===== src/rtl/pipeline_stall_ctrl.sv =====
// Central stall/flush sequencer for the 5-stage pipeline: arbitrates load-use,
// taken-branch and data-memory wait disruptions and keeps saturating counters.
module pipeline_stall_ctrl #(
  parameter int REG_ADDR_WIDTH = 5,
  parameter int MEM_TIMEOUT    = 16,
  parameter int CNT_WIDTH      = 16
) (
  input  logic                      clk,
  input  logic                      rst_n,
  input  logic                      ID_EX_MemRead,
  input  logic [REG_ADDR_WIDTH-1:0] ID_EX_Rd,
  input  logic [REG_ADDR_WIDTH-1:0] IF_ID_Rs1,
  input  logic [REG_ADDR_WIDTH-1:0] IF_ID_Rs2,
  input  logic                      branch_taken,
  input  logic                      dmem_req,
  input  logic                      dmem_ready,
  output logic                      PCWrite,
  output logic                      IF_ID_Write,
  output logic                      IF_ID_Flush,
  output logic                      ID_EX_Write,
  output logic                      ID_EX_Bubble,
  output logic                      EX_MEM_Write,
  output logic                      MEM_WB_Bubble,
  output logic                      mem_timeout,
  output logic [CNT_WIDTH-1:0]      stall_cycles,
  output logic [CNT_WIDTH-1:0]      flush_count,
  output logic [1:0]                state_o
);

  localparam int                WAIT_W    = $clog2(MEM_TIMEOUT);
  localparam logic [WAIT_W-1:0] WAIT_LAST = WAIT_W'(MEM_TIMEOUT - 1);

  typedef enum logic [1:0] {
    INIT     = 2'd0,
    RUN      = 2'd1,
    MEM_WAIT = 2'd2,
    FAULT    = 2'd3
  } state_t;

  state_t            state;
  logic [WAIT_W-1:0] wait_cnt;

  logic load_use;
  logic mem_busy;
  logic frozen;
  logic decode;
  logic flush_applied;
  logic stall_cycle;

  assign load_use = ID_EX_MemRead && (ID_EX_Rd != '0) &&
                    ((ID_EX_Rd == IF_ID_Rs1) || (ID_EX_Rd == IF_ID_Rs2));
  assign mem_busy = dmem_req && !dmem_ready;

  // Frozen cycles ignore branch/load-use; the held instructions are re-evaluated on release.
  assign frozen = (state == FAULT) ||
                  ((state == RUN) && mem_busy) ||
                  ((state == MEM_WAIT) && !dmem_ready);
  assign decode        = ((state == RUN) || (state == MEM_WAIT)) && !frozen;
  assign flush_applied = decode && branch_taken;
  assign stall_cycle   = ((state == RUN) || (state == MEM_WAIT)) && !PCWrite;
  assign state_o       = state;

  always_comb begin
    // NOTE: every output gets a default first so no path can infer a latch.
    PCWrite       = 1'b1;
    IF_ID_Write   = 1'b1;
    IF_ID_Flush   = 1'b0;
    ID_EX_Write   = 1'b1;
    ID_EX_Bubble  = 1'b0;
    EX_MEM_Write  = 1'b1;
    MEM_WB_Bubble = 1'b0;
    if (state == INIT) begin
      PCWrite       = 1'b0;
      IF_ID_Write   = 1'b0;
      IF_ID_Flush   = 1'b1;
      ID_EX_Bubble  = 1'b1;
      MEM_WB_Bubble = 1'b1;
    end else if (frozen) begin
      PCWrite       = 1'b0;
      IF_ID_Write   = 1'b0;
      ID_EX_Write   = 1'b0;
      EX_MEM_Write  = 1'b0;
      MEM_WB_Bubble = 1'b1;
    end else if (branch_taken) begin
      // Branch beats load-use: the ID instruction is discarded anyway.
      IF_ID_Flush  = 1'b1;
      ID_EX_Bubble = 1'b1;
    end else if (load_use) begin
      PCWrite      = 1'b0;
      IF_ID_Write  = 1'b0;
      ID_EX_Bubble = 1'b1;
    end
  end

  // NOTE: sequential state uses non-blocking assignments so all registers update together.
  always_ff @(posedge clk or negedge rst_n) begin
    if (!rst_n) begin
      state        <= INIT;
      wait_cnt     <= '0;
      mem_timeout  <= 1'b0;
      stall_cycles <= '0;
      flush_count  <= '0;
    end else begin
      case (state)
        INIT: state <= RUN;
        RUN: begin
          if (mem_busy) begin
            wait_cnt <= WAIT_W'(1);
            state    <= MEM_WAIT;
          end
        end
        MEM_WAIT: begin
          if (dmem_ready) begin
            state <= RUN;
          end else if (wait_cnt == WAIT_LAST) begin
            state       <= FAULT;
            mem_timeout <= 1'b1;
          end else begin
            wait_cnt <= wait_cnt + WAIT_W'(1);
          end
        end
        FAULT: mem_timeout <= 1'b1;
        default: state <= INIT;
      endcase

      if (stall_cycle && (stall_cycles != '1)) stall_cycles <= stall_cycles + CNT_WIDTH'(1);
      if (flush_applied && (flush_count != '1)) flush_count <= flush_count + CNT_WIDTH'(1);
    end
  end

endmodule


===== config.mk =====
export PLATFORM = sky130hd
export DESIGN_NAME = pipeline_stall_ctrl
export DESIGN_NICKNAME = d
export VERILOG_FILES = /design/src/rtl/pipeline_stall_ctrl.sv
export SDC_FILE = /design/constraint.sdc
export NUM_CORES = 1
export LEC_CHECK = 0
export CELL_PAD_IN_SITES_DETAIL_PLACEMENT = 0
export CELL_PAD_IN_SITES_GLOBAL_PLACEMENT = 1
export CORE_MARGIN = 4
export CORE_UTILIZATION = 35
export CTS_BUF_LIST = sky130_fd_sc_hd__clkbuf_8
export DETAILED_ROUTE_END_ITERATION = 12
export PLACE_DENSITY = 0.87
export SLEW_MARGIN = 5
export SYNTH_ARGS = -nofsm -noshare
export SYNTH_HDL_FRONTEND = slang
export SYNTH_SLANG_ARGS = --single-unit

===== constraint.sdc =====
create_clock -name clk -period 2.5 [get_ports clk]
set_clock_uncertainty 0.2 [all_clocks]
set_input_delay 0.25 -clock clk [delete_from_list [all_inputs] [get_ports clk]]
set_output_delay 0.25 -clock clk [all_outputs]
set_load 0.1 [all_outputs]

### Yosys cells after proc, flatten, opt, wreduce, memory -nomap -nowiden

Index checks and enable logic that the tools add are counted.

* flip-flop bits (word level): 39
* input port bits: 21
* output and inout bits: 42
* logic and storage cells: 72

* add/subtract/negate cells: 3
* eq/ne operators: 13
* multiplexer cells: 26
* reductions and logical operators: 25

Operators with widths (count)
* adder 16 x 1 -> 16 bit, second input constant: 2
* inequality test 16 bit, second input constant: 2
* 2-to-1 mux 1 bit: 17
* 2-to-1 mux 4 bit: 3
* == test 5 bit: 2
* logical AND 1 bit: 10
* case mux 4 bit (2 select lines): 1
* 2-to-1 mux 2 bit: 3
* inequality test 2 bit, second input constant: 3
* case mux 2 bit (3 select lines): 1
* AND reduction 3 bit: 2
* nonzero test 5 bit: 1
* adder 4 x 1 -> 4 bit, second input constant: 1
* == test 2 bit, second input constant: 2
* == test 4 bit, second input constant: 1
* logical OR 1 bit: 4
* AND reduction 4 bit: 1
* nonzero test 2 bit: 2
* zero test 1 bit: 3
* inequality test 3 x 2 -> 1 bit, second input constant: 1
* nonzero test 3 bit: 1
* == test 2 x 1 -> 1 bit, second input constant: 1
* zero test 2 bit: 1
* inequality test 2 x 1 -> 1 bit, second input constant: 1
* case mux 1 bit (2 select lines): 1

### Longest topological paths before layout

* depth after elaboration: 10
* depth in mapped cells: 8
* gate-level depth less buffers: 8

### Worst setup path before layout

Ideal clock, no wire load.

* kind: reg-to-output
* start point: register state[0], in the netlist state_o[0]
* end point: output PCWrite
* arrival time: 4654 ps
* slack: -2604 ps
* stages on the path, launching flop included: 9
* cells stage by stage: dfrtp_1 inv_1 ha_1 a21oi_1 o211a_1 buf_4 inv_1 a21oi_1 buf_4

* word-level cells in the longest chain between the ends: 6

RTL lines
* from (decl): RTL line 40 `state_t state;`
* from (signal assigned): RTL line 98 `state <= INIT;`
* from (signal assigned): RTL line 105 `INIT: state <= RUN;`
* from (signal assigned): RTL line 109 `state <= MEM_WAIT;`
* == test 2 x 1 -> 1 bit: RTL line 56 `((state == RUN) && mem_busy) ||`
* logical AND 1 bit: RTL line 56
* logical OR 1 bit: RTL line 55 `assign frozen = (state == FAULT) ||`
* logical OR 1 bit: RTL line 56
* 2-to-1 mux 1 bit
* 2-to-1 mux 1 bit *
* to (decl): RTL line 17 `output logic PCWrite,`

Mark *: on every way between the ends. The rest lies on a longest branch, timed or not.

### Worst setup path after layout

* start point: input ID_EX_Rd[3]
* end point: output PCWrite

* word-level cells in the longest chain between the ends: 7

RTL lines
* from (decl): RTL line 11 `input logic [REG_ADDR_WIDTH-1:0] ID_EX_Rd,`
* == test 5 bit or nonzero test 5 bit (tied branches): RTL line 51, 50
* logical OR 1 bit or logical AND 1 bit (tied branches): RTL line 51, 50
* logical AND 1 bit *: RTL line 50 `assign load_use = ID_EX_MemRead && (ID_EX_Rd != '0) &&`
* 2-to-1 mux 1 bit *: RTL line 88 `end else if (load_use) begin`
* 2-to-1 mux 1 bit *: RTL line 84 `end else if (branch_taken) begin`
* 2-to-1 mux 1 bit *: RTL line 78 `end else if (frozen) begin`
* 2-to-1 mux 1 bit *: RTL line 72 `if (state == INIT) begin`

Marked as above.

==> results.py <==
metrics = {
    "floorplanning": {
        "ios": 63,
        "rows": 29,
        "fp.dieArea_mm2": 0.00783,
        "die_x_um": 88.5,
        "initial_core_util": 0.359,
        "die_h_um": 88.5,
        "core_region_area_mm2": 0.00631,
    },
    "route": {
        "drtPass1Iterations": 4,
        "wl_mm": 5.26,
        "drc": 0,
        "ant_nets": 0,
        "drt_iter0_markers": 32,
        "vias_per_cell": 5.02,
        "num_vias": 1843,
        "wl_per_cell_um": 14.3,
    },
    "worst_setup_path": {
        "cp-end-kind": "primary output",
        "critPathTopFamily": "buffers and inverters",
        "reg2reg_setup_slack_ns": 0.23,
        "reg2regPathDepth": 7,
        "path_cells": "clkdlybuf4s50_1 -> or4_4 -> o21ai_4 -> nor2_2 -> a21oi_4 -> buf_12",
        "worstReg2RegStart": "state_o[0]",
        "cp_num_buf_inv": 2,
        "cp-start-kind": "input pin",
        "max_stage_delay_ns": 0.53,
        "arrival_ns": 1.96,
        "cp_slowest_cell": "or4_4",
        "path_class": "in2out",
        "worstPathRequired_ns": 2.05,
        "timing.rr.end": "flush_count[15]",
        "crit_fanout": 3,
    },
    "pwr": {
        "internal_power_mw": 2.02,
        "pwr-share-comb": 0.665,
        "p_sw_mw": 2.59,
        "vdd_drop_max_uv": 988,
        "power.density_mw_per_mm2": 1410,
        "power.leakage_nw": 1.36,
        "swShare": 0.562,
        "clock_power_share": 0.117,
        "power_frac_seq": 0.218,
    },
    "timing": {
        "rsz0062_at_grt": "false",
        "tightest_slew_ns": 0.760,
        "hold_viol_final": 0,
        "max_slew_margin": 0.493,
        "final.setup.tns_ns": 0,
        "fmax_ghz": 0.415,
        "setup_violations": 0,
        "slew_violations": 0,
        "min_period_ns": 2.41,
        "finalCritPeriodShare": 0.965,
    },
    "global_routing": {
        "grt_pass1_vias": 1846,
        "track_usage": 0.144,
        "grt_max_degree": 35,
        "grt_overflow_total": 0,
        "grt_pass1_wl_mm": 9.00,
        "antenna_found_initial": 0,
    },
    "synthesis": {
        "synth-edff-count": 0,
        "synth-seq-area-share": 0.430,
        "synth.largest_area_cell": "dfrtp_1",
        "syn-cell-area_mm2": 0.00227,
        "ys_seq_elements": 39,
        "synthDistinctLibCells": 45,
        "synthFlopType": "dfrtp_1",
        "avgSynthCellArea_um2": 10.7,
        "netlist_instances": 211,
        "async_flop_share": 1.00,
        "synth_top_area_frac": 0.430,
        "yosys_warnings": 0,
        "synth.net_count": 241,
        "synth.top_cells.by_area": "dfrtp_1, xnor2_1, xor2_1, ha_1, nand3_1",
    },
    "clocking": {
        "clock_latency_ns": 0.29,
        "cts_sinks": 39,
        "path_clk_slew_ns": 0.08,
        "cts_max_path_buffers": 2,
        "cts_buffers": 5,
        "root_buffer": "clkbuf_8",
        "cts_tree": "yes",
        "cts-htree-levels": 2,
    },
    "status": {
        "status": "complete, no violations",
    },
    "placed_design": {
        "gp_congestion": 0.794,
        "io_buffer_count": 62,
        "post-dp-hpwl_mm": 4.13,
    },
    "cells_and_area": {
        "antenna_cells": 0,
        "postLayoutCoreUtil": 0.515,
        "final_common_cell": "buf_4",
        "syn_to_final_growth_pct": 43.5,
        "nNetsFinal": 319,
        "final_cell_mix": "buf_4, dfrtp_1, xnor2_1",
        "nFillCells": 579,
        "drive_gt1_frac": 0.366,
    },
    "worst_hold_path": {
        "min_to": "stall_cycles[15]",
        "whs_path_depth": 1,
        "hold_path.class": "reg2reg",
        "hp-start": "stall_cycles[15]",
    },
    "flow_run": {
        "drv_cap": 0,
    },
}
## cell families after synthesis
family | Yosys count | synth area share
AOI/OAI and AO/OA | 33 | 0.142
xor gates and xnor gates | 39 | 0.151
adders and majority gates | 9 | 0.0497
buffers and inverters | 12 | 0.0248
DFF | 39 | 0.430
muxes | 6 | 0.0309
and+or+nand+nor | 73 | 0.172
## per-layer routing
metal  global-route usage  up-vias  share of wire
li1                     -      918              -
met1                0.195      885           0.45
met2                0.239       35           0.50
met3               0.0317        5          0.043
met4               0.0288        0         0.0049
met5                    0        -              0
## how the worst max path moves through the flow
| stage | cells past startpoint | start | slack [ns] | to |
|---|---|---|---|---|
| after global routing | 7 | state_o[0] | 0.01 | flush_count[15] |
| final | 6 | ID_EX_Rd[3] | 0.09 | PCWrite |
| after detailed placement | 7 | ID_EX_Rd[3] | 0.05 | stall_cycles[1] |
| after global placement | 7 | ID_EX_Rd[3] | 0.09 | stall_cycles[1] |
| after CTS | 6 | state_o[0] | 0.06 | PCWrite |
| after floorplan | 8 | state_o[1] | -0.86 | PCWrite |
## state kept, by name (all words and copies together) (netlist names)
| name | cells |
|---|---|
| flush_count | 16 |
| stall_cycles | 16 |
| wait_cnt | 4 |
| state_o | 2 |
| mem_timeout | 1 |
## synth_stat cells (2+ instances only)
master / n
and4_1: 4
nand2_1: 18
and3_1: 2
o21ai_0: 3
nand2b_1: 4
ha_1: 9
o211ai_1: 2
a22o_1: 2
mux2_2: 4
inv_1: 9
xor2_1: 17
nand4_1: 7
buf_4: 3
nand3_1: 14
xnor2_1: 22
and2_1: 2
a21oi_1: 4
a2111oi_2: 4
a211oi_1: 4
nor3_1: 5
nor3b_1: 2
dfrtp_1: 39
nor2_1: 9
## timing repair
action / CTS / global route
gates resized for setup: 1 / 3
pin swaps: 0 / 3
hold buffers: 1 / 0
hold endpoints to repair: 33 / 0
buffers inserted: 0 / 1
setup endpoints to repair: 2 / 3
## final cells by class
| cell class | count | area [µm²] | area share |
|---|---|---|---|
| Multi-Input combinational cell | 160 | 1310 | 0.403 |
| Sequential cell | 39 | 998 | 0.307 |
| Timing Repair Buffer | 74 | 691 | 0.212 |
| Tap cell | 77 | 96.3 | 0.0296 |
| Clock buffer | 5 | 68.8 | 0.0212 |
| Clock inverter | 3 | 43.8 | 0.0135 |
| Inverter | 9 | 42.5 | 0.0131 |
## power by group through the flow
stage / Sequential [mW] / Combinational (mW) / Clock [mW]
finish: 1.01 / 3.06 / 0.539
global placement: 1.01 / 3.02 / 0
global route: 1.04 / 3.21 / 0.579
detailed placement: 1.02 / 3.04 / 0
floorplan: 1.91 / 1.38 / 0
CTS: 1.01 / 3.07 / 0.558
## metrics by stage
step	cell area (µm²)	hold WS, ns	setup WS, ns	std cells	total power [mW]
floorplan	2370	-0.246	-0.861	211	3.29
global placement	3100	0.180	0.0927	357	4.03
detailed placement	3100	0.173	0.0513	357	4.06
CTS	3230	0.289	0.0558	366	4.63
global route	3250	0.304	0.0117	367	4.83
finish	3250	0.284	0.0878	367	4.60
## worst register-to-register path, cell delays in order, from the launching register on
cell and delay [ns]:
dfrtp_4 0.54, ha_4 0.20, a21oi_4 0.18, o2111ai_1 0.19, nor3_1 0.28, nand3b_1 0.15, or2_2 0.30, xnor2_1 0.12
No activity file was read; power rests on OpenSTA's default activity.
